===== src/rtl/alu_pkg.sv =====
// Shared types and constants for the round-robin ALU scheduler.
package alu_pkg;

  localparam int unsigned WIDTH = 16;
  localparam int unsigned OP_W  = 4;

  localparam logic [OP_W-1:0] ALU_OP_ADD = 4'b0001;
  localparam logic [OP_W-1:0] ALU_OP_SUB = 4'b0010;
  localparam logic [OP_W-1:0] ALU_OP_AND = 4'b0011;
  localparam logic [OP_W-1:0] ALU_OP_OR  = 4'b0100;

  typedef enum logic [1:0] {
    IDLE,
    EXEC,
    RESP
  } sched_state_t;

endpackage


===== src/rtl/alu_rr_scheduler_if.sv =====
// Request/response bundle between two requesters and the shared ALU scheduler.
// Grant counters and stats_clr exist only with ALU_RR_SCHEDULER_STATS_EN.
interface alu_rr_scheduler_if
  import alu_pkg::*;
();

  logic [1:0]       req_valid;
  logic [1:0]       req_ready;
  logic [WIDTH-1:0] req_a0;
  logic [WIDTH-1:0] req_b0;
  logic [OP_W-1:0]  req_op0;
  logic [WIDTH-1:0] req_a1;
  logic [WIDTH-1:0] req_b1;
  logic [OP_W-1:0]  req_op1;
  logic [1:0]       rsp_valid;
  logic [1:0]       rsp_ready;
  logic [WIDTH-1:0] rsp_result;
  logic             rsp_err;
  logic             busy;
`ifdef ALU_RR_SCHEDULER_STATS_EN
  logic             stats_clr;
  logic [15:0]      grant_cnt0;
  logic [15:0]      grant_cnt1;
`endif

  modport master (
    output req_valid, req_a0, req_b0, req_op0, req_a1, req_b1, req_op1, rsp_ready,
    input  req_ready, rsp_valid, rsp_result, rsp_err, busy
`ifdef ALU_RR_SCHEDULER_STATS_EN
    , output stats_clr
    , input  grant_cnt0, grant_cnt1
`endif
  );

  modport slave (
    input  req_valid, req_a0, req_b0, req_op0, req_a1, req_b1, req_op1, rsp_ready,
    output req_ready, rsp_valid, rsp_result, rsp_err, busy
`ifdef ALU_RR_SCHEDULER_STATS_EN
    , input  stats_clr
    , output grant_cnt0, grant_cnt1
`endif
  );

endinterface


===== src/rtl/alu.sv =====
// Combinational 16-bit ALU: add/sub/and/or; unknown op codes give zero and err.
module alu
  import alu_pkg::*;
(
  input  logic [WIDTH-1:0] a_i,
  input  logic [WIDTH-1:0] b_i,
  input  logic [OP_W-1:0]  op_i,
  output logic [WIDTH-1:0] result_c_o,
  output logic             err_c_o
);

  always_comb begin
    result_c_o = '0;
    err_c_o    = 1'b0;
    case (op_i)
      ALU_OP_ADD: result_c_o = a_i + b_i;
      ALU_OP_SUB: result_c_o = a_i - b_i;
      ALU_OP_AND: result_c_o = a_i & b_i;
      ALU_OP_OR:  result_c_o = a_i | b_i;
      default:    err_c_o    = 1'b1;
    endcase
  end

endmodule


===== src/rtl/rr_arb2.sv =====
// Two-way round-robin grant; on contention the requester that did not win last time wins.
module rr_arb2 (
  input  logic [1:0] req_i,
  input  logic       last_grant_i,
  output logic [1:0] gnt_c_o
);

  always_comb begin
    gnt_c_o = 2'b00;
    case (req_i)
      2'b01:   gnt_c_o = 2'b01;
      2'b10:   gnt_c_o = 2'b10;
      2'b11:   gnt_c_o = last_grant_i ? 2'b01 : 2'b10;
      default: gnt_c_o = 2'b00;
    endcase
  end

endmodule


===== src/rtl/alu_rr_scheduler.sv =====
// Shares one ALU between two requesters: round-robin accept, one-cycle execute, held response.
// Optional per-requester grant counters under ALU_RR_SCHEDULER_STATS_EN.
module alu_rr_scheduler
  import alu_pkg::*;
(
  input  logic              clk,
  input  logic              rst,
  alu_rr_scheduler_if.slave bus
);

  sched_state_t     state_q, state_d;
  logic             last_grant_q, last_grant_d;
  logic             owner_q, owner_d;
  logic [WIDTH-1:0] a_q, a_d, b_q, b_d;
  logic [OP_W-1:0]  op_q, op_d;
  logic [WIDTH-1:0] result_q, result_d;
  logic             err_q, err_d;
  logic [1:0]       rsp_valid_q, rsp_valid_d;
  logic             busy_q, busy_d;
  logic [1:0]       gnt_c;
  logic [1:0]       req_ready_c;
  logic             accept_c;
  logic [WIDTH-1:0] alu_res_c;
  logic             alu_err_c;

  rr_arb2 u_arb (
    .req_i        (bus.req_valid),
    .last_grant_i (last_grant_q),
    .gnt_c_o      (gnt_c)
  );

  alu u_alu (
    .a_i        (a_q),
    .b_i        (b_q),
    .op_i       (op_q),
    .result_c_o (alu_res_c),
    .err_c_o    (alu_err_c)
  );

  always_ff @(posedge clk or posedge rst) begin
    if (rst) begin
      state_q      <= IDLE;
      last_grant_q <= 1'b1;
      owner_q      <= 1'b0;
      a_q          <= '0;
      b_q          <= '0;
      op_q         <= '0;
      result_q     <= '0;
      err_q        <= 1'b0;
      rsp_valid_q  <= 2'b00;
      busy_q       <= 1'b0;
    end else begin
      state_q      <= state_d;
      last_grant_q <= last_grant_d;
      owner_q      <= owner_d;
      a_q          <= a_d;
      b_q          <= b_d;
      op_q         <= op_d;
      result_q     <= result_d;
      err_q        <= err_d;
      rsp_valid_q  <= rsp_valid_d;
      busy_q       <= busy_d;
    end
  end

  // gnt_c is only ever set for a valid requester, so a grant in IDLE is an acceptance
  always_comb begin
    state_d      = state_q;
    last_grant_d = last_grant_q;
    owner_d      = owner_q;
    a_d          = a_q;
    b_d          = b_q;
    op_d         = op_q;
    result_d     = result_q;
    err_d        = err_q;
    rsp_valid_d  = rsp_valid_q;
    req_ready_c  = 2'b00;
    accept_c     = 1'b0;
    case (state_q)
      IDLE: begin
        req_ready_c = gnt_c;
        if (gnt_c != 2'b00) begin
          accept_c     = 1'b1;
          owner_d      = gnt_c[1];
          last_grant_d = gnt_c[1];
          a_d          = gnt_c[1] ? bus.req_a1  : bus.req_a0;
          b_d          = gnt_c[1] ? bus.req_b1  : bus.req_b0;
          op_d         = gnt_c[1] ? bus.req_op1 : bus.req_op0;
          state_d      = EXEC;
        end
      end
      EXEC: begin
        result_d    = alu_res_c;
        err_d       = alu_err_c;
        rsp_valid_d = owner_q ? 2'b10 : 2'b01;
        state_d     = RESP;
      end
      RESP: begin
        if (bus.rsp_ready[owner_q]) begin
          rsp_valid_d = 2'b00;
          state_d     = IDLE;
        end
      end
      default: state_d = IDLE;
    endcase
    busy_d = (state_d != IDLE);
  end

  assign bus.req_ready  = req_ready_c;
  assign bus.rsp_valid  = rsp_valid_q;
  assign bus.rsp_result = result_q;
  assign bus.rsp_err    = err_q;
  assign bus.busy       = busy_q;

`ifdef ALU_RR_SCHEDULER_STATS_EN
  localparam int unsigned CNT_W = 16;

  logic [CNT_W-1:0] cnt0_q, cnt0_d, cnt1_q, cnt1_d;

  // clear first, then count, so clear plus acceptance in one cycle lands on 1
  always_comb begin
    cnt0_d = bus.stats_clr ? '0 : cnt0_q;
    cnt1_d = bus.stats_clr ? '0 : cnt1_q;
    if (accept_c && !gnt_c[1] && (cnt0_d != '1)) cnt0_d = cnt0_d + CNT_W'(1);
    if (accept_c &&  gnt_c[1] && (cnt1_d != '1)) cnt1_d = cnt1_d + CNT_W'(1);
  end

  always_ff @(posedge clk or posedge rst) begin
    if (rst) begin
      cnt0_q <= '0;
      cnt1_q <= '0;
    end else begin
      cnt0_q <= cnt0_d;
      cnt1_q <= cnt1_d;
    end
  end

  assign bus.grant_cnt0 = cnt0_q;
  assign bus.grant_cnt1 = cnt1_q;
`endif

endmodule


===== src/flat_wrapper.sv =====
// flat-port wrapper written by rule: the top's interface ports become plain ports
module alu_rr_scheduler_flat import alu_pkg::*;
  (clk, rst, bus_req_valid, bus_req_a0, bus_req_b0, bus_req_op0, bus_req_a1, bus_req_b1, bus_req_op1, bus_rsp_ready, bus_req_ready, bus_rsp_valid, bus_rsp_result, bus_rsp_err, bus_busy);
  alu_rr_scheduler_if bus_i ();
  input  logic clk;
  input  logic rst;
  input wire logic [$bits(bus_i.req_valid)-1:0] bus_req_valid;
  input wire logic [$bits(bus_i.req_a0)-1:0] bus_req_a0;
  input wire logic [$bits(bus_i.req_b0)-1:0] bus_req_b0;
  input wire logic [$bits(bus_i.req_op0)-1:0] bus_req_op0;
  input wire logic [$bits(bus_i.req_a1)-1:0] bus_req_a1;
  input wire logic [$bits(bus_i.req_b1)-1:0] bus_req_b1;
  input wire logic [$bits(bus_i.req_op1)-1:0] bus_req_op1;
  input wire logic [$bits(bus_i.rsp_ready)-1:0] bus_rsp_ready;
  output wire logic [$bits(bus_i.req_ready)-1:0] bus_req_ready;
  output wire logic [$bits(bus_i.rsp_valid)-1:0] bus_rsp_valid;
  output wire logic [$bits(bus_i.rsp_result)-1:0] bus_rsp_result;
  output wire logic [$bits(bus_i.rsp_err)-1:0] bus_rsp_err;
  output wire logic [$bits(bus_i.busy)-1:0] bus_busy;
  assign bus_i.req_valid = bus_req_valid;
  assign bus_i.req_a0 = bus_req_a0;
  assign bus_i.req_b0 = bus_req_b0;
  assign bus_i.req_op0 = bus_req_op0;
  assign bus_i.req_a1 = bus_req_a1;
  assign bus_i.req_b1 = bus_req_b1;
  assign bus_i.req_op1 = bus_req_op1;
  assign bus_i.rsp_ready = bus_rsp_ready;
  assign bus_req_ready = bus_i.req_ready;
  assign bus_rsp_valid = bus_i.rsp_valid;
  assign bus_rsp_result = bus_i.rsp_result;
  assign bus_rsp_err = bus_i.rsp_err;
  assign bus_busy = bus_i.busy;
  alu_rr_scheduler u_core (.clk(clk), .rst(rst), .bus(bus_i));
endmodule

===== config.mk =====
export PLATFORM = sky130hd
export DESIGN_NAME = alu_rr_scheduler_flat
export DESIGN_NICKNAME = d
export VERILOG_FILES = /design/src/rtl/alu_pkg.sv /design/src/rtl/alu_rr_scheduler_if.sv /design/src/rtl/alu.sv /design/src/rtl/rr_arb2.sv /design/src/rtl/alu_rr_scheduler.sv /design/src/flat_wrapper.sv
export SDC_FILE = /design/constraint.sdc
export NUM_CORES = 1
export LEC_CHECK = 0
export ABC_CLOCK_PERIOD_IN_PS = 5900
export BUFFER_PORTS_ARGS = -buffer_cell sky130_fd_sc_hd__buf_2
export CORE_ASPECT_RATIO = 0.9
export CORE_MARGIN = 3
export CORE_UTILIZATION = 44
export CTS_CLUSTER_DIAMETER = 80
export CTS_CLUSTER_SIZE = 40
export DETAILED_ROUTE_END_ITERATION = 12
export PLACE_DENSITY = 0.68
export SLEW_MARGIN = 15
export SYNTH_ARGS = -nofsm -noshare
export SYNTH_HDL_FRONTEND = slang
export SYNTH_SLANG_ARGS = --single-unit
export TNS_END_PERCENT = 50

===== constraint.sdc =====
create_clock -name clk -period 5.9 [get_ports clk]
set_clock_uncertainty 0.15 [all_clocks]
set_input_delay 1.18 -clock clk [delete_from_list [all_inputs] [get_ports clk]]
set_output_delay 1.18 -clock clk [all_outputs]
set_load 0.1 [all_outputs]

======== Word-level counts from Yosys, hierarchy flattened ========
Cells that the tools add are included.
storage, ports and cells
  latch bits .............................. 0
  RAM bits ................................ 0
  memories ................................ 0
  flip-flop bits (word level) ............. 60
  input bits .............................. 78
  memory bits (read-only) ................. 0
  logic and storage cells ................. 48
  output and inout bits ................... 22
cells by class
  reductions and logical operators ........ 7
  bitwise operators ....................... 2
  divide/modulo/power cells ............... 0
  mux-type cells .......................... 16
  order comparisons ....................... 1
  shift operators ......................... 0
  eq/ne operators ......................... 10
  multiply operators ...................... 0
  $add $sub $neg .......................... 2
operators by type and width
  cell                                                         number
  one-hot mux 16 bit (4 select lines)                          1
  2-to-1 mux 16 bit                                            2
  adder 16 bit                                                 1
  AND 16 bit                                                   1
  OR 16 bit                                                    1
  subtractor 16 bit                                            1
  2-to-1 mux 2 bit                                             6
  one-hot mux 2 bit (3 select lines)                           2
  equality test 4 x 2 -> 1 bit (second input constant)         2
  equality test 2 bit (second input constant)                  3
  nonzero test 2 bit                                           3
  equality test 2 x 1 -> 1 bit (second input constant)         2
  equality test 4 x 1 -> 1 bit (second input constant)         1
  equality test 4 x 3 -> 1 bit (second input constant)         1
  2-to-1 mux 4 bit                                             1
  one-hot mux 2 bit (2 select lines)                           1
  AND reduction 2 bit                                          2
  OR reduction 4 bit                                           1
  2-to-1 mux 1 bit                                             3
  logical NOT 2 bit                                            1
  less-than comparator 1 x 2 -> 1 bit (second input constant)  1
  != test 2 x 1 -> 1 bit (second input constant)               1

======== Longest topological paths before layout ========
Gate-level depths: netlist of the first run.
  depth after elaboration ................. 6
  gate-level depth with buffers ........... 13
  gate-level depth less buffers ........... 12

======== Cells and area by module ========
A second synthesis of the first run with hierarchy kept.
unflattened totals
  cells, all modules ...................... 394
  area total of the unflattened synthesis .. 4326.6 um2
by module, submodules not included
  module            times used  cells each  sequential area each (um2)  area an instance (um2)
  alu_rr_scheduler  1           179         1502.7                      2812.7
  alu               1           212         0.0                         1495.2
  rr_arb2           1           3           0.0                         18.8

======== Least setup slack after synthesis of the first run ========
No wires, ideal clock.
  path kind ............................... input -> output
  start point ............................. in bus_req_valid[1]
  end point ............................... out bus_req_ready[1]
  stages .................................. 3
  slack ................................... 2.216 ns
  arrival ................................. 2.354 ns
  required time ........................... 4.570 ns
  path buffers ............................ 1
  cells stage by stage .................... a21boi_1 -> buf_2 -> and2_1
on the way
  cells in the longest elaborated chain, start to end .. 3
  elaborated cells between the ends (all ways) .. 5
  classes of those cells .................. eq/ne: 3; mux: 2
RTL lines
  element                                                                     line                    source
  start, declared                                                             flat_wrapper.sv:7       input wire logic [$bits(bus_i.req_valid)-1:0] bus_req_valid;
  equality test 2 bit / equality test 2 x 1 -> 1 bit (equally long branches)  rr_arb2.sv:10           case (req_i)
  one-hot mux 2 bit (3 select lines) *                                        rr_arb2.sv:10
  2-to-1 mux 2 bit *                                                          alu_rr_scheduler.sv:79  case (state_q)
  end, declared                                                               flat_wrapper.sv:15      output wire logic [$bits(bus_i.req_ready)-1:0] bus_req_ready;
Every way passes the cells marked *; elsewhere a longest branch is shown, timed or not.

======== Final worst setup path of the first run ========
  start point ............................. in bus_req_valid[0]
  end point ............................... out bus_req_ready[1]
The elaborated chain is that of the path after synthesis.

==> reports/metrics.cfg, run 1 <==
[setup_path]
critPathBufInv=3
cp-start-kind=primary input
path_cells=buf_2, a21boi_4, buf_4, and2_1, buf_2
cp.depth=5
slowest_delay_ps=470
cp_top_family=buffers and inverters
endpoint=bus_req_ready[1]
cp.arrival_ps=2730
worst-r2r-setup-slack_ps=2470
worstPathRequired_ps=4570
cpMaxStageDelayCell=buf_4
cp-startpoint=bus_req_valid[0]
r2r_cells=10
cp_max_fo=37
reg2reg_from=u_core.op_q[3]$_DFFE_PP0P_
cpMostUsedCell=buf_2
worstSetupPathType=primary input to output port
regToRegEndpoint=u_core.bus.rsp_result[14]$_DFFE_PP0P_
end_kind=output port

[synthesis]
synth_commonest_cells=59 x dfrtp_1, 57 x nand2_1, 53 x o21ai_0
synth_edf_count=0
ys.warnings.count=0
synth_seq_cells=60
synth_cell_type_count=54
synth_cells=451
synth_top_area_share_pct=35.9
yosysMostFrequentCell=dfrtp_1
synth_area_um2=4110
syn_nets=548
avgSynthCellArea_um2=9.12
synth-main-ff-cell=dfrtp_1
synth-async-reset-ratio_pct=100
yosysTopAreaCell=dfrtp_1
ys_seq_area_share_pct=36.5
synth_area_leaders=dfrtp_1 36%, mux2i_1 9.0%, o21ai_0 6.4%

[timing]
slew_violations=0
fmax_mhz=246
finalCriticalPeriod_ps=4060
worst_pin_slew_ps=784
period_share_pct=68.8
rsz0062_at_grt=false
slew_headroom_pct=47.5
fin_setup_tns_ps=0
final-setup-viol-count=0
finalHoldViolCount=0

[finish]
antenna_cells=0
drive_above_1_share_pct=24.9
syn2layout_area_growth_pct=19.4
ff_latch_area_um2=1500
multi_input_area_um2=2450
nets=635
nFillCells=829

[clocking]
clock_latency_ps=340
cts.sinks=60
clk_pin_slew_ps=70
post_cts_resized=0
cts_tree=yes
numCtsBuffers=9
htreeDepth=3
cts_setup_buffers=0
root_buffer=clkbuf_8
clock_path_buffers=2
cts_hold_buf=0

[placement]
gp_congestion=0.853
portBuffers=99
dp.final_hpwl_um=7440

[drt]
totalWireLength_um=9760
first_iter_violations=182
drc=0
vias=3592
first_pass_iters=5
wl_per_cell_um=14.7
vias_per_cell=5.43
ant_nets=0

[grt]
grt_pass1_vias=3345
overflow=0
grt_first_pass_wirelength_um=16200
antenna_found_initial=0
grt_use_total_pct=19.0
grt_max_degree=75

[floorplan]
ios=100
rows=32
initial_core_util_pct=46.5
core_um2=8850
dieArea_um2=10500
die_y_um=97.7
die-width_um=108

[worst_hold_path]
hold_depth=2
hold_path_class=flop to flop

[run]
cap_violations=0

[run_status]
status=completed

## kinds of logic after synthesis
family,after synthesis,share of synthesized area [%]
and+or+nand+nor,125,15.5
xor gates and xnor gates,26,5.54
adders and majority gates,19,5.96
AOI/OAI and AO/OA,145,22.8
DFF,60,36.5
muxes,37,9.01
buffers and inverters,39,4.68
## routing by layer
metal  up-vias  wire, um  track usage, %
met5         -         0               0
met4         0       159            6.21
met3        17       674            3.65
met2       128      3930            26.0
met1      1633      5000            29.7
li1       1814         -               -
## worst min path at each step
stage                                          from                                    to
5_1_grt        u_core.bus.rsp_result[1]$_DFFE_PP0P_  u_core.bus.rsp_result[1]$_DFFE_PP0P_
4_1_cts        u_core.bus.rsp_result[1]$_DFFE_PP0P_  u_core.bus.rsp_result[1]$_DFFE_PP0P_
2_1_floorplan             u_core.a_q[0]$_DFFE_PP0P_             u_core.a_q[0]$_DFFE_PP0P_
3_5_place_dp   u_core.bus.rsp_result[1]$_DFFE_PP0P_  u_core.bus.rsp_result[1]$_DFFE_PP0P_
6_report       u_core.bus.rsp_result[1]$_DFFE_PP0P_  u_core.bus.rsp_result[1]$_DFFE_PP0P_
3_3_place_gp   u_core.bus.rsp_result[1]$_DFFE_PP0P_  u_core.bus.rsp_result[1]$_DFFE_PP0P_
## flip-flops by register name, summed over array words and instances (netlist names)
name                   cells
u_core.bus.rsp_result     16
u_core.state_q             2
u_core.a_q                16
u_core.owner_q             1
u_core.b_q                16
u_core.op_q                4
u_core.last_grant_q        1
u_core.bus.busy            1
u_core.bus.rsp_valid       2
u_core.bus.rsp_err         1
## worst reg2reg max path: stages, from the launching register on
cell       delay, ps
dfrtp_1          480
or4b_1           740
nand2_1          130
o21ai_0          170
fa_1             470
nor2b_1          180
o2111ai_1        180
a21oi_1          300
o211ai_1         200
a211o_1          290
nand3_1           80
## cell type report
type	instances	share of cell area, %
multi-input combinational	352	49.9
sequential	60	30.6
timing repair buffer	104	10.9
clock buffer	12	3.36
tap	119	3.03
clock inverter	4	1.43
inverter	11	0.841
## cells in the final DEF, fill, tap and decap left out, types with 5 or more instances in the layout
cell and instances:
a21o_1 18, buf_4 5, xor2_1 9, a22oi_1 8, nor2b_1 8, inv_1 10, clkbuf_8 12, mux2i_1 37
nand2_1 57, buf_2 99, nor2_1 23, nand3_1 7, o21a_1 5, xnor2_1 17, ha_1 18, a222oi_1 5
nor3_1 5, o21ai_0 53, a211o_1 5, a21oi_1 26, dfrtp_1 59
## through the flow
stage,worst slack (ps),hold slack (ps),instances,util [%],instance area (um^2)
global placement,1900,312,646,52.9,4680
global route,1760,351,662,55.5,4910
finish,1840,322,662,55.5,4910
floorplan,2220,325,451,-,4110
CTS,1830,331,662,55.5,4910
detailed placement,1830,316,646,52.9,4680
Power of run 1 is not shown: default switching activity piles up to over one toggle a cycle in this logic, so the estimate is an artifact.
==> inputs of run 2 (changes only) <==
- ABC_CLOCK_PERIOD_IN_PS: 5900 -> 3590
- PLACE_DENSITY: 0.68 -> 0.7
- clock period: 5.9 -> 3.59 ns (I/O delays scaled with it)
==> reports/metrics.cfg, run 2 (synthesis gave the netlist of run 1 again) <==
[run_status]
status=completed  ; unchanged

[grt]
grt_first_pass_wirelength_um=16100  ; was 16200 um
antenna_found_initial=0  ; unchanged
overflow=0  ; unchanged
grt_use_total_pct=18.8  ; was 19.0%
grt_max_degree=75  ; unchanged
grt_pass1_vias=3324  ; was 3345

[setup_path]
worstPathRequired_ps=3720  ; was 4570 ps
cp-startpoint=u_core.op_q[0]$_DFFE_PP0P_  ; was bus_req_valid[0]
end_kind=flop  ; was output port
cpMaxStageDelayCell=or4b_1  ; was buf_4
path_cells=or4b_1, nand2_1, o21ai_0, fa_1, nor2b_1, o2111ai_1, a21oi_1, o211ai_1, a211o_1, nand3_1  ; was buf_2, a21boi_4, buf_4, and2_1, buf_2
r2r_cells=10  ; unchanged
cp-start-kind=flop  ; was primary input
cp.arrival_ps=3510  ; was 2730 ps
cp_max_fo=8  ; was 37
slowest_delay_ps=720  ; was 470 ps
worstSetupPathType=flop to flop  ; was primary input to output port
reg2reg_from=u_core.op_q[0]$_DFFE_PP0P_  ; was u_core.op_q[3]$_DFFE_PP0P_

[clocking]
cts_tree=yes  ; unchanged
cts.sinks=60  ; unchanged
cts_hold_buf=0  ; unchanged
cts_setup_buffers=0  ; unchanged
clock_latency_ps=340  ; about the same
clock_path_buffers=2  ; unchanged
htreeDepth=3  ; unchanged
post_cts_resized=0  ; unchanged
root_buffer=clkbuf_8  ; unchanged
clk_pin_slew_ps=70  ; about the same
numCtsBuffers=9  ; unchanged

[finish]
layout_common_cells=99 x buf_2, 59 x dfrtp_1, 57 x nand2_1  ; unchanged
drive_above_1_share_pct=25.1  ; was 24.9%
syn2layout_area_growth_pct=18.9  ; was 19.4%
nFillCells=848  ; was 829
nets=637  ; was 635
final_common_cell=buf_2  ; unchanged
antenna_cells=0  ; unchanged

[floorplan]
core_um2=8850  ; unchanged
ios=100  ; unchanged
rows=32  ; unchanged
dieArea_um2=10500  ; unchanged
initial_core_util_pct=46.5  ; unchanged
die_y_um=97.7  ; unchanged
die-width_um=108  ; unchanged

[timing]
finalCriticalPeriod_ps=3380
slew_violations=0  ; unchanged
final-setup-viol-count=0  ; unchanged
fin_setup_tns_ps=0  ; unchanged
period_share_pct=94.2
worst_pin_slew_ps=956  ; was 784 ps
rsz0062_at_grt=false  ; unchanged
finalHoldViolCount=0  ; unchanged
fmax_mhz=296
worst_slack_ps=207  ; was 1840 ps
slew_headroom_pct=36.2  ; was 47.5%

[worst_hold_path]
hold_depth=2  ; unchanged
min-delay-start=u_core.bus.rsp_result[2]$_DFFE_PP0P_  ; was u_core.bus.rsp_result[1]$_DFFE_PP0P_
hold_path_class=flop to flop  ; unchanged

[run]
cap_violations=0  ; unchanged

[drt]
vias=3600  ; was 3592
vias_per_cell=5.42  ; was 5.43
totalWireLength_um=9890  ; was 9760 um
wl_per_cell_um=14.9  ; was 14.7 um
ant_nets=0  ; unchanged
drc=0  ; unchanged
first_iter_violations=233  ; was 182
first_pass_iters=6  ; was 5

[placement]
dpl_worst_slack_ps=282  ; was 1830 ps
portBuffers=99  ; unchanged
dp.final_hpwl_um=7570  ; was 7440 um
gp_congestion=0.893  ; was 0.853

-- run 2: per-layer routing --
layer	up-vias	GRT usage, %	routed length [um]
li1	1816	-	-
met1	1654	29.5	5020
met2	119	25.1	3970
met3	11	3.85	728
met4	0	6.80	160
met5	-	0	0
-- run 2: cell type report --
cell class	count	area, um^2	area share [%]
clock inverter	5	36.3	0.742
multi-input combinational	352	2460	50.3
sequential	60	1500	30.7
clock buffer	11	151	3.10
tap	119	149	3.05
inverter	11	41.3	0.845
timing repair buffer	106	548	11.2
-- run 2: worst paths after layout --
| kind | to | slack, ps |
|---|---|---|
| max reg2reg | u_core.bus.rsp_result[14]$_DFFE_PP0P_ | 210 |
| min reg2reg | u_core.bus.rsp_result[2]$_DFFE_PP0P_ | 320 |
| max | u_core.bus.rsp_result[14]$_DFFE_PP0P_ | 210 |
| max in group asynchronous | u_core.b_q[15]$_DFFE_PP0P_ | 2360 |
| min | u_core.bus.rsp_result[2]$_DFFE_PP0P_ | 320 |
| min in group asynchronous | u_core.bus.rsp_valid[1]$_DFFE_PP0P_ | 420 |
-- run 2: metrics by stage --
stage	cells	hold slack [ps]	util (%)	cell area (um^2)
finish	664	321	55.2	4890
global route	664	342	55.2	4890
CTS	664	332	55.2	4890
detailed placement	648	317	53.1	4700
global placement	648	309	53.1	4700
floorplan	451	325	-	4110
-- run 2: critical path, delay by kind of cell (launching register included) --
family                   cells  cell delay (ps)
AO/OA/AOI/OAI                5             1090
adder cells (fa/ha/maj)      1              470
flip-flops                   1              490
AND/OR/NAND/NOR              4             1110
Power of run 2 is left out for the same reason.
